**src/rtl/carry_lookahead_pkg.sv**
```systemverilog
// rtl/carry_lookahead_pkg.sv - shared width constant and types for the 4-bit carry-lookahead adder
package carry_lookahead_pkg;

  localparam int CLA_WIDTH = 4;

  typedef logic [CLA_WIDTH-1:0] nibble_t;

  // Carry-out in the MSB, sum in the low nibble.
  typedef logic [CLA_WIDTH:0] cla_result_t;

endpackage

```
**src/rtl/cla_pg_cell.sv**
```systemverilog
// rtl/cla_pg_cell.sv - one-bit generate/propagate cell with sum output
module cla_pg_cell (
  input  logic a,
  input  logic b,
  input  logic c,
  output logic g,
  output logic p,
  output logic s
);

  // Generate and propagate come from the operand bits only; the sum also needs this bit's carry.
  always_comb begin
    g = a & b;
    p = a ^ b;
    s = p ^ c;
  end

endmodule

```
**src/rtl/carry_lookahead_adder.sv**
```systemverilog
// rtl/carry_lookahead_adder.sv - registered 4-bit carry-lookahead adder; CARRY_LOOKAHEAD_IN_REG_EN adds operand entry registers
module carry_lookahead_adder
  import carry_lookahead_pkg::*;
(
  input  logic clk,
  input  logic rst_n,
  input  logic A3,
  input  logic A2,
  input  logic A1,
  input  logic A0,
  input  logic B3,
  input  logic B2,
  input  logic B1,
  input  logic B0,
  input  logic C0,
  output logic S3,
  output logic S2,
  output logic S1,
  output logic S0,
  output logic Cout_4
);

  nibble_t     a_in;
  nibble_t     b_in;
  nibble_t     a_op;
  nibble_t     b_op;
  logic        c0_op;
  nibble_t     g;
  nibble_t     p;
  nibble_t     s;
  nibble_t     c_in;
  logic [CLA_WIDTH:1] c_sop;
  cla_result_t result_d;
  cla_result_t result_q;

  // Gather the individual operand pins into vectors, bit 3 is the MSB.
  always_comb begin
    a_in = {A3, A2, A1, A0};
    b_in = {B3, B2, B1, B0};
  end

`ifdef CARRY_LOOKAHEAD_IN_REG_EN
  // Capture operands on entry so the lookahead logic starts from flops; adds one cycle of latency.
  always_ff @(posedge clk) begin
    if (!rst_n) begin
      a_op  <= '0;
      b_op  <= '0;
      c0_op <= 1'b0;
    end else begin
      a_op  <= a_in;
      b_op  <= b_in;
      c0_op <= C0;
    end
  end
`else
  // Operand pins feed the lookahead logic directly.
  always_comb begin
    a_op  = a_in;
    b_op  = b_in;
    c0_op = C0;
  end
`endif

  // Each bit's carry-in comes from the parallel carry network, bit 0 from C0.
  always_comb begin
    c_in = {c_sop[CLA_WIDTH-1:1], c0_op};
  end

  for (genvar i = 0; i < CLA_WIDTH; i++) begin : g_pg
    cla_pg_cell u_pg (
      .a (a_op[i]),
      .b (b_op[i]),
      .c (c_in[i]),
      .g (g[i]),
      .p (p[i]),
      .s (s[i])
    );
  end

  // Carries as flat sum-of-products of G, P and C0 so no carry depends on another carry.
  always_comb begin
    c_sop    = '0;
    c_sop[1] = g[0]
             | (p[0] & c0_op);
    c_sop[2] = g[1]
             | (p[1] & g[0])
             | (p[1] & p[0] & c0_op);
    c_sop[3] = g[2]
             | (p[2] & g[1])
             | (p[2] & p[1] & g[0])
             | (p[2] & p[1] & p[0] & c0_op);
    c_sop[4] = g[3]
             | (p[3] & g[2])
             | (p[3] & p[2] & g[1])
             | (p[3] & p[2] & p[1] & g[0])
             | (p[3] & p[2] & p[1] & p[0] & c0_op);
  end

  // Assemble carry-out and sum into one result word.
  always_comb begin
    result_d = {c_sop[CLA_WIDTH], s};
  end

  // Register the result; reset discards whatever was in flight.
  always_ff @(posedge clk) begin
    if (!rst_n) begin
      result_q <= '0;
    end else begin
      result_q <= result_d;
    end
  end

  // Drive the individual output pins from the result register.
  always_comb begin
    S3     = result_q[3];
    S2     = result_q[2];
    S1     = result_q[1];
    S0     = result_q[0];
    Cout_4 = result_q[CLA_WIDTH];
  end

endmodule

```
**config.mk**
```make
export PLATFORM = sky130hd
export DESIGN_NAME = carry_lookahead_adder
export DESIGN_NICKNAME = d
export VERILOG_FILES = /design/src/rtl/carry_lookahead_pkg.sv /design/src/rtl/cla_pg_cell.sv /design/src/rtl/carry_lookahead_adder.sv
export SDC_FILE = /design/constraint.sdc
export NUM_CORES = 1
export LEC_CHECK = 0
export ABC_AREA = 1
export BUFFER_PORTS_ARGS = -buffer_cell sky130_fd_sc_hd__buf_2
export CORE_AREA = 8 8 45 47
export CTS_CLUSTER_DIAMETER = 80
export DETAILED_ROUTE_END_ITERATION = 6
export DIE_AREA = 0 0 53 55
export GPL_TIMING_DRIVEN = 0
export SYNTH_ARGS = -nofsm -noshare
export SYNTH_HDL_FRONTEND = slang
export SYNTH_SLANG_ARGS = --single-unit
```
**constraint.sdc**
```tcl
create_clock -name clk -period 1.2 [get_ports clk]
set_input_delay 0.3 -clock clk [delete_from_list [all_inputs] [get_ports clk]]
set_output_delay 0.3 -clock clk [all_outputs]
set_load 0.005 [all_outputs]
```
==> results of run 1 <==
## worst max-delay path by stage
| stage | startpoint | endpoint | slack, ns | depth (start not counted) |
|---|---|---|---|---|
| 2_1_floorplan | A2 | result_q[3] | 0.07 | 7 |
| 3_3_place_gp | A2 | result_q[3] | -0.11 | 8 |
| 3_5_place_dp | A2 | result_q[3] | -0.12 | 8 |
| 4_1_cts | A2 | result_q[3] | 0.13 | 8 |
| 5_1_grt | A2 | result_q[3] | 0.02 | 8 |
| 6_report | A2 | result_q[3] | 0.11 | 8 |
## metal layers
metal	GRT usage	part of all wire
met1	0.0535	0.41
met2	0.0664	0.46
met3	0.0214	0.12
met4	0.0647	0.011
met5	0	0
## kinds of logic after synthesis
logic type / count (synthesis) / synth area share
adder cells (fa/ha/maj): 6 / 0.255
buffers and inverters: 7 / 0.0811
AO/OA/AOI/OAI: 7 / 0.108
flip-flops: 5 / 0.309
XOR/XNOR: 1 / 0.0270
AND/OR/NAND/NOR: 16 / 0.220
## worst max-delay path, cell delays in order
cell and delay [ns]:
buf_2 0.10, ha_1 0.33, inv_1 0.12, nor2_2 0.06, nor2_1 0.12, nand3_1 0.09
nand2_1 0.06, nor2_1 0.03
## final cells by class
| class | count | area (µm²) | area share |
|---|---|---|---|
| Multi-Input combinational cell | 30 | 198 | 0.444 |
| Sequential cell | 5 | 100 | 0.225 |
| Timing Repair Buffer | 15 | 75.1 | 0.169 |
| Clock buffer | 4 | 26.3 | 0.0590 |
| Inverter | 7 | 26.3 | 0.0590 |
| Tap cell | 16 | 20.0 | 0.0449 |
## cells in the final DEF (no fill, tap or decap), drive strengths merged
cell    synthesis  layout
nand4           1       1
nand3           3       3
and2            1       1
clkbuf          0       4
inv             7       7
xor2            1       1
o21ai           2       2
ha              5       5
nor2            6       6
fa              1       1
buf             0      15
nand2           5       5
a21oi           5       5
dfxtp           5       5
## metrics by stage
step / cells / power [mW] / worst slack (ns) / hold slack [ns]
after floorplan: 42 / 0.266 / 0.0674 / 0.421
after global placement: 73 / 0.313 / -0.105 / 0.566
after detailed placement: 73 / 0.316 / -0.121 / 0.567
after CTS: 77 / 0.517 / 0.126 / 0.307
after global routing: 77 / 0.534 / 0.0227 / 0.331
final: 77 / 0.504 / 0.112 / 0.314
## report_power, final
| part | internal, mW | switching (mW) | total, mW |
|---|---|---|---|
| Clock | 0.125 | 0.0655 | 0.191 |
| Combinational | 0.0586 | 0.0659 | 0.125 |
| Sequential | 0.185 | 0.00308 | 0.188 |
==> flow_metrics.tcl, run 1 <==
set metrics [dict create \
    grt_pass1_vias 286 \
    period_needed_ns 1.09 \
    syn_nets 59 \
    drc 0 \
    core-area_um2 1380 \
    ctsHoldBuffers 0 \
    reg_top3 "result_q x5" \
    fp.dieArea_um2 2920 \
    io_pins 16 \
    cts_max_path_buffers 2 \
    grt_overflow_total 0 \
    start_util 0.234 \
    clk_root_buffer_cell "clkbuf_4" \
    ctsResizeCount 0 \
    top_register "result_q" \
    worst_ep_required_time_ns 1.33 \
    dieWidth_um 53 \
    place_hpwl_um 614 \
    yosysUniqueCellTypes 13 \
    min_to "result_q[2]" \
    placed_area_um2 419 \
    synth_cells 42 \
    largest_reg_flops 5 \
    firstDrtPassIters 4 \
    synth.avg_cell_area_um2 7.72 \
    synth_edf_count 0 \
    vias 319 \
    area_growth_pct 37.5 \
    status "completed" \
    worstHoldStart "rst_n" \
    ir_worst_vdd_mv 0.206 \
    ys.flop_type "dfxtp_1" \
    synth_top_area_share 0.309 \
    antenna_found_initial 0 \
    tightest_slew_ns 0.154 \
    gp_congestion 0.808 \
    critPathKind "in2reg" \
    postLayoutCellArea_um2 445 \
    synth_top_cell_by_area "dfxtp_1" \
    ys_ff_latch 5 \
    clkTransAtPathRegs_ns 0.04 \
    drt-initial-drc-count 13 \
    cts_buffers 3 \
    finalNetCount 79 \
    grt_max_degree 6 \
    slew_headroom 0.896 \
    finalSetupTns_ns 0 \
    yosys_warnings 0 \
    die_y_um 55 \
    max_cap_viol_count 0 \
    cp-end-kind "register" \
    slew_viol_final 0 \
    p_leak_nw 0.248 \
    synthesis.area_um2 324 \
    async_flop_share 0 \
    crit_fanout 4 \
    hold_viol 0 \
    cts_tree "done" \
    post-route-util 0.322 \
    hold_path_class "in2reg" \
    rows 14 \
    routed_wl_um 725 \
    synth_seq_area_share 0.309 \
    fmax_ghz 0.919 \
    power_density_nw_per_um2 1130 \
    port_buffers 15 \
    rsz0062_at_grt "false" \
    setup_violations 0 \
    diodes 0 \
    min_path_cells 3 \
    nFillCells 147 \
    cts.sinks 5 \
    postCtsSetupRepairBufs 0 \
    track_usage 0.0504 \
    htree_num_levels 1 \
    period_share 0.906 \
    synth.area.top_cells "dfxtp_1 (31%), ha_1 (19%), inv_1 (8.1%), a21oi_1 (7.7%), fa_1 (6.2%)" \
    critPathLaunchType "primary input" \
    cp.arrival_ns 1.22 \
    avgRoutedWirePerCell_um 9.42 \
    synth.most_common_cell "inv_1" \
    viasPerCell 4.14 \
    grt_pass1_wl_mm 1.04 \
    ant_nets 0 \
    drive_above_1_share 0.311 \
]
(Power assumes the default switching activity.)
==> run 2, diff against run 1 <==
--- a/config.mk
+++ b/config.mk
@@ -12,6 +12,7 @@
 export DETAILED_ROUTE_END_ITERATION = 6
 export DIE_AREA = 0 0 53 55
 export GPL_TIMING_DRIVEN = 0
+export PLACE_DENSITY = 0.54
 export SYNTH_ARGS = -nofsm -noshare
 export SYNTH_HDL_FRONTEND = slang
 export SYNTH_SLANG_ARGS = --single-unit
==> run 2 against run 1 <==
Maximum frequency about the same. Sequential power about the same. Wire length down 8.0%. Non-clock buffer count unchanged. Critical endpoint unchanged. Largest power group is now registers.
==> flow_metrics.tcl, run 2 (synthesis gave the netlist of run 1 again) <==
set metrics [dict create \
    status "completed" \
    path_cells "buf_2, ha_1, inv_1, nor2_2, nor2_1, nand3_1, nand2_1, nor2_1" \
    track_usage 0.0509 \
    ant_nets 0 \
    fp.dieArea_um2 2920 \
    period_share 0.907 \
    cts_max_path_buffers 2 \
    slew_headroom 0.892 \
    firstDrtPassIters 3 \
    critPathKind "in2reg" \
    start_util 0.234 \
    gp_congestion 0.750 \
    setup_violations 0 \
    switching_power_mw 0.127 \
    p_leak_nw 0.248 \
    setup_slack_ns 0.112 \
    p_sw_frac 0.256 \
    viasPerCell 3.94 \
    layout.cells.most_common_list "buf_2 (15), inv_1 (7)" \
    cp_top_family "simple AND/OR/NAND/NOR gates" \
    power_density_nw_per_um2 1110 \
    cts_tree "done" \
    ctsResizeCount 0 \
    area_growth_pct 37.5 \
    cp_slowest_cell "ha_1" \
    crit_fanout 4 \
    grt_max_degree 6 \
    grt_overflow_total 0 \
    comb_power_share 0.248 \
    worst_ep_required_time_ns 1.33 \
    cp.arrival_ns 1.21 \
    drive_above_1_share 0.311 \
    ir_worst_vdd_mv 0.218 \
    drt-initial-drc-count 3 \
    antenna_found_initial 0 \
    routed_wl_um 667 \
    largest_reg_flops 5 \
    period_needed_ns 1.09 \
    io_pins 16 \
    diodes 0 \
    seq_power_share 0.380 \
    slowest_delay_ns 0.34 \
    cp-end-kind "register" \
    drc 0 \
    preCtsSetupSlack_ns -0.112 \
    vias 303 \
    fmax_ghz 0.919 \
    avgRoutedWirePerCell_um 8.66 \
    finalNetCount 79 \
    ctsHoldBuffers 0 \
    rsz0062_at_grt "false" \
    hold_viol 0 \
    grt_pass1_vias 280 \
    nFillCells 154 \
    reg_top3 "result_q x5" \
    cp.buffers_inverters 2 \
    mostFrequentLayoutCell "buf_2" \
    port_buffers 15 \
    critPathLaunchType "primary input" \
    die_y_um 55 \
    dieWidth_um 53 \
    place_hpwl_um 583 \
    max_cap_viol_count 0 \
    cpMostUsedCell "nor2_1" \
    cts_buffers 3 \
    cts.sinks 5 \
    grt_pass1_wl_mm 1.06 \
    top_register "result_q" \
    tightest_slew_ns 0.161 \
    p_int_mw 0.368 \
    clk_root_buffer_cell "clkbuf_4" \
    postCtsSetupRepairBufs 0 \
    finalSetupTns_ns 0 \
    rows 14 \
    core-area_um2 1380 \
    slew_viol_final 0 \
    htree_num_levels 1 \
    power.clock.fraction 0.372 \
    hold_path_class "in2reg" \
    clkTransAtPathRegs_ns 0.04 \
]
run 2: cell counts in the layout (fill, tap and decap cells not counted):
Identical to the previous run, type by type.
run 2: power groups by stage:
stage	Sequential (mW)	Clock, mW	Combinational (mW)
floorplan	0.195	0	0.0708
global placement	0.190	0	0.124
detailed placement	0.191	0	0.123
CTS	0.188	0.193	0.125
global route	0.190	0.209	0.142
finish	0.188	0.184	0.123
run 2: area by class of cell:
type / count / area, µm² / area share
Clock buffer: 4 / 26.3 / 0.0590
Timing Repair Buffer: 15 / 75.1 / 0.169
Sequential cell: 5 / 100 / 0.225
Multi-Input combinational cell: 30 / 198 / 0.444
Inverter: 7 / 26.3 / 0.0590
Tap cell: 16 / 20.0 / 0.0449
run 2: tightest hold or removal path, stage by stage:
cell	delay, ns
buf_2	0.12
nand2_1	0.06
nor2_1	0.03
run 2: worst paths after layout:
kind | start | endpoint | cells after the start
hold / removal | rst_n | result_q[2] | 3
setup / recovery | A2 | result_q[3] | 8
run 2: layer usage:
| layer | up-vias | routed length (µm) | GRT usage | part of all wire |
|---|---|---|---|---|
| li1 | 175 | - | - | - |
| met1 | 115 | 304 | 0.0626 | 0.46 |
| met2 | 11 | 269 | 0.0586 | 0.40 |
| met3 | 2 | 83 | 0.0187 | 0.12 |
| met4 | 0 | 9 | 0.0647 | 0.013 |
| met5 | - | 0 | 0 | 0 |
run 2: per-stage QoR:
stage,cell area [µm²],power (mW),hold WS (ns),utilization,std cells
4_1_cts,445,0.506,0.316,0.322,77
2_1_floorplan,324,0.266,0.421,-,42
6_report,445,0.495,0.320,0.322,77
3_3_place_gp,419,0.315,0.568,0.303,73
3_5_place_dp,419,0.314,0.569,0.303,73
5_1_grt,445,0.541,0.331,0.322,77
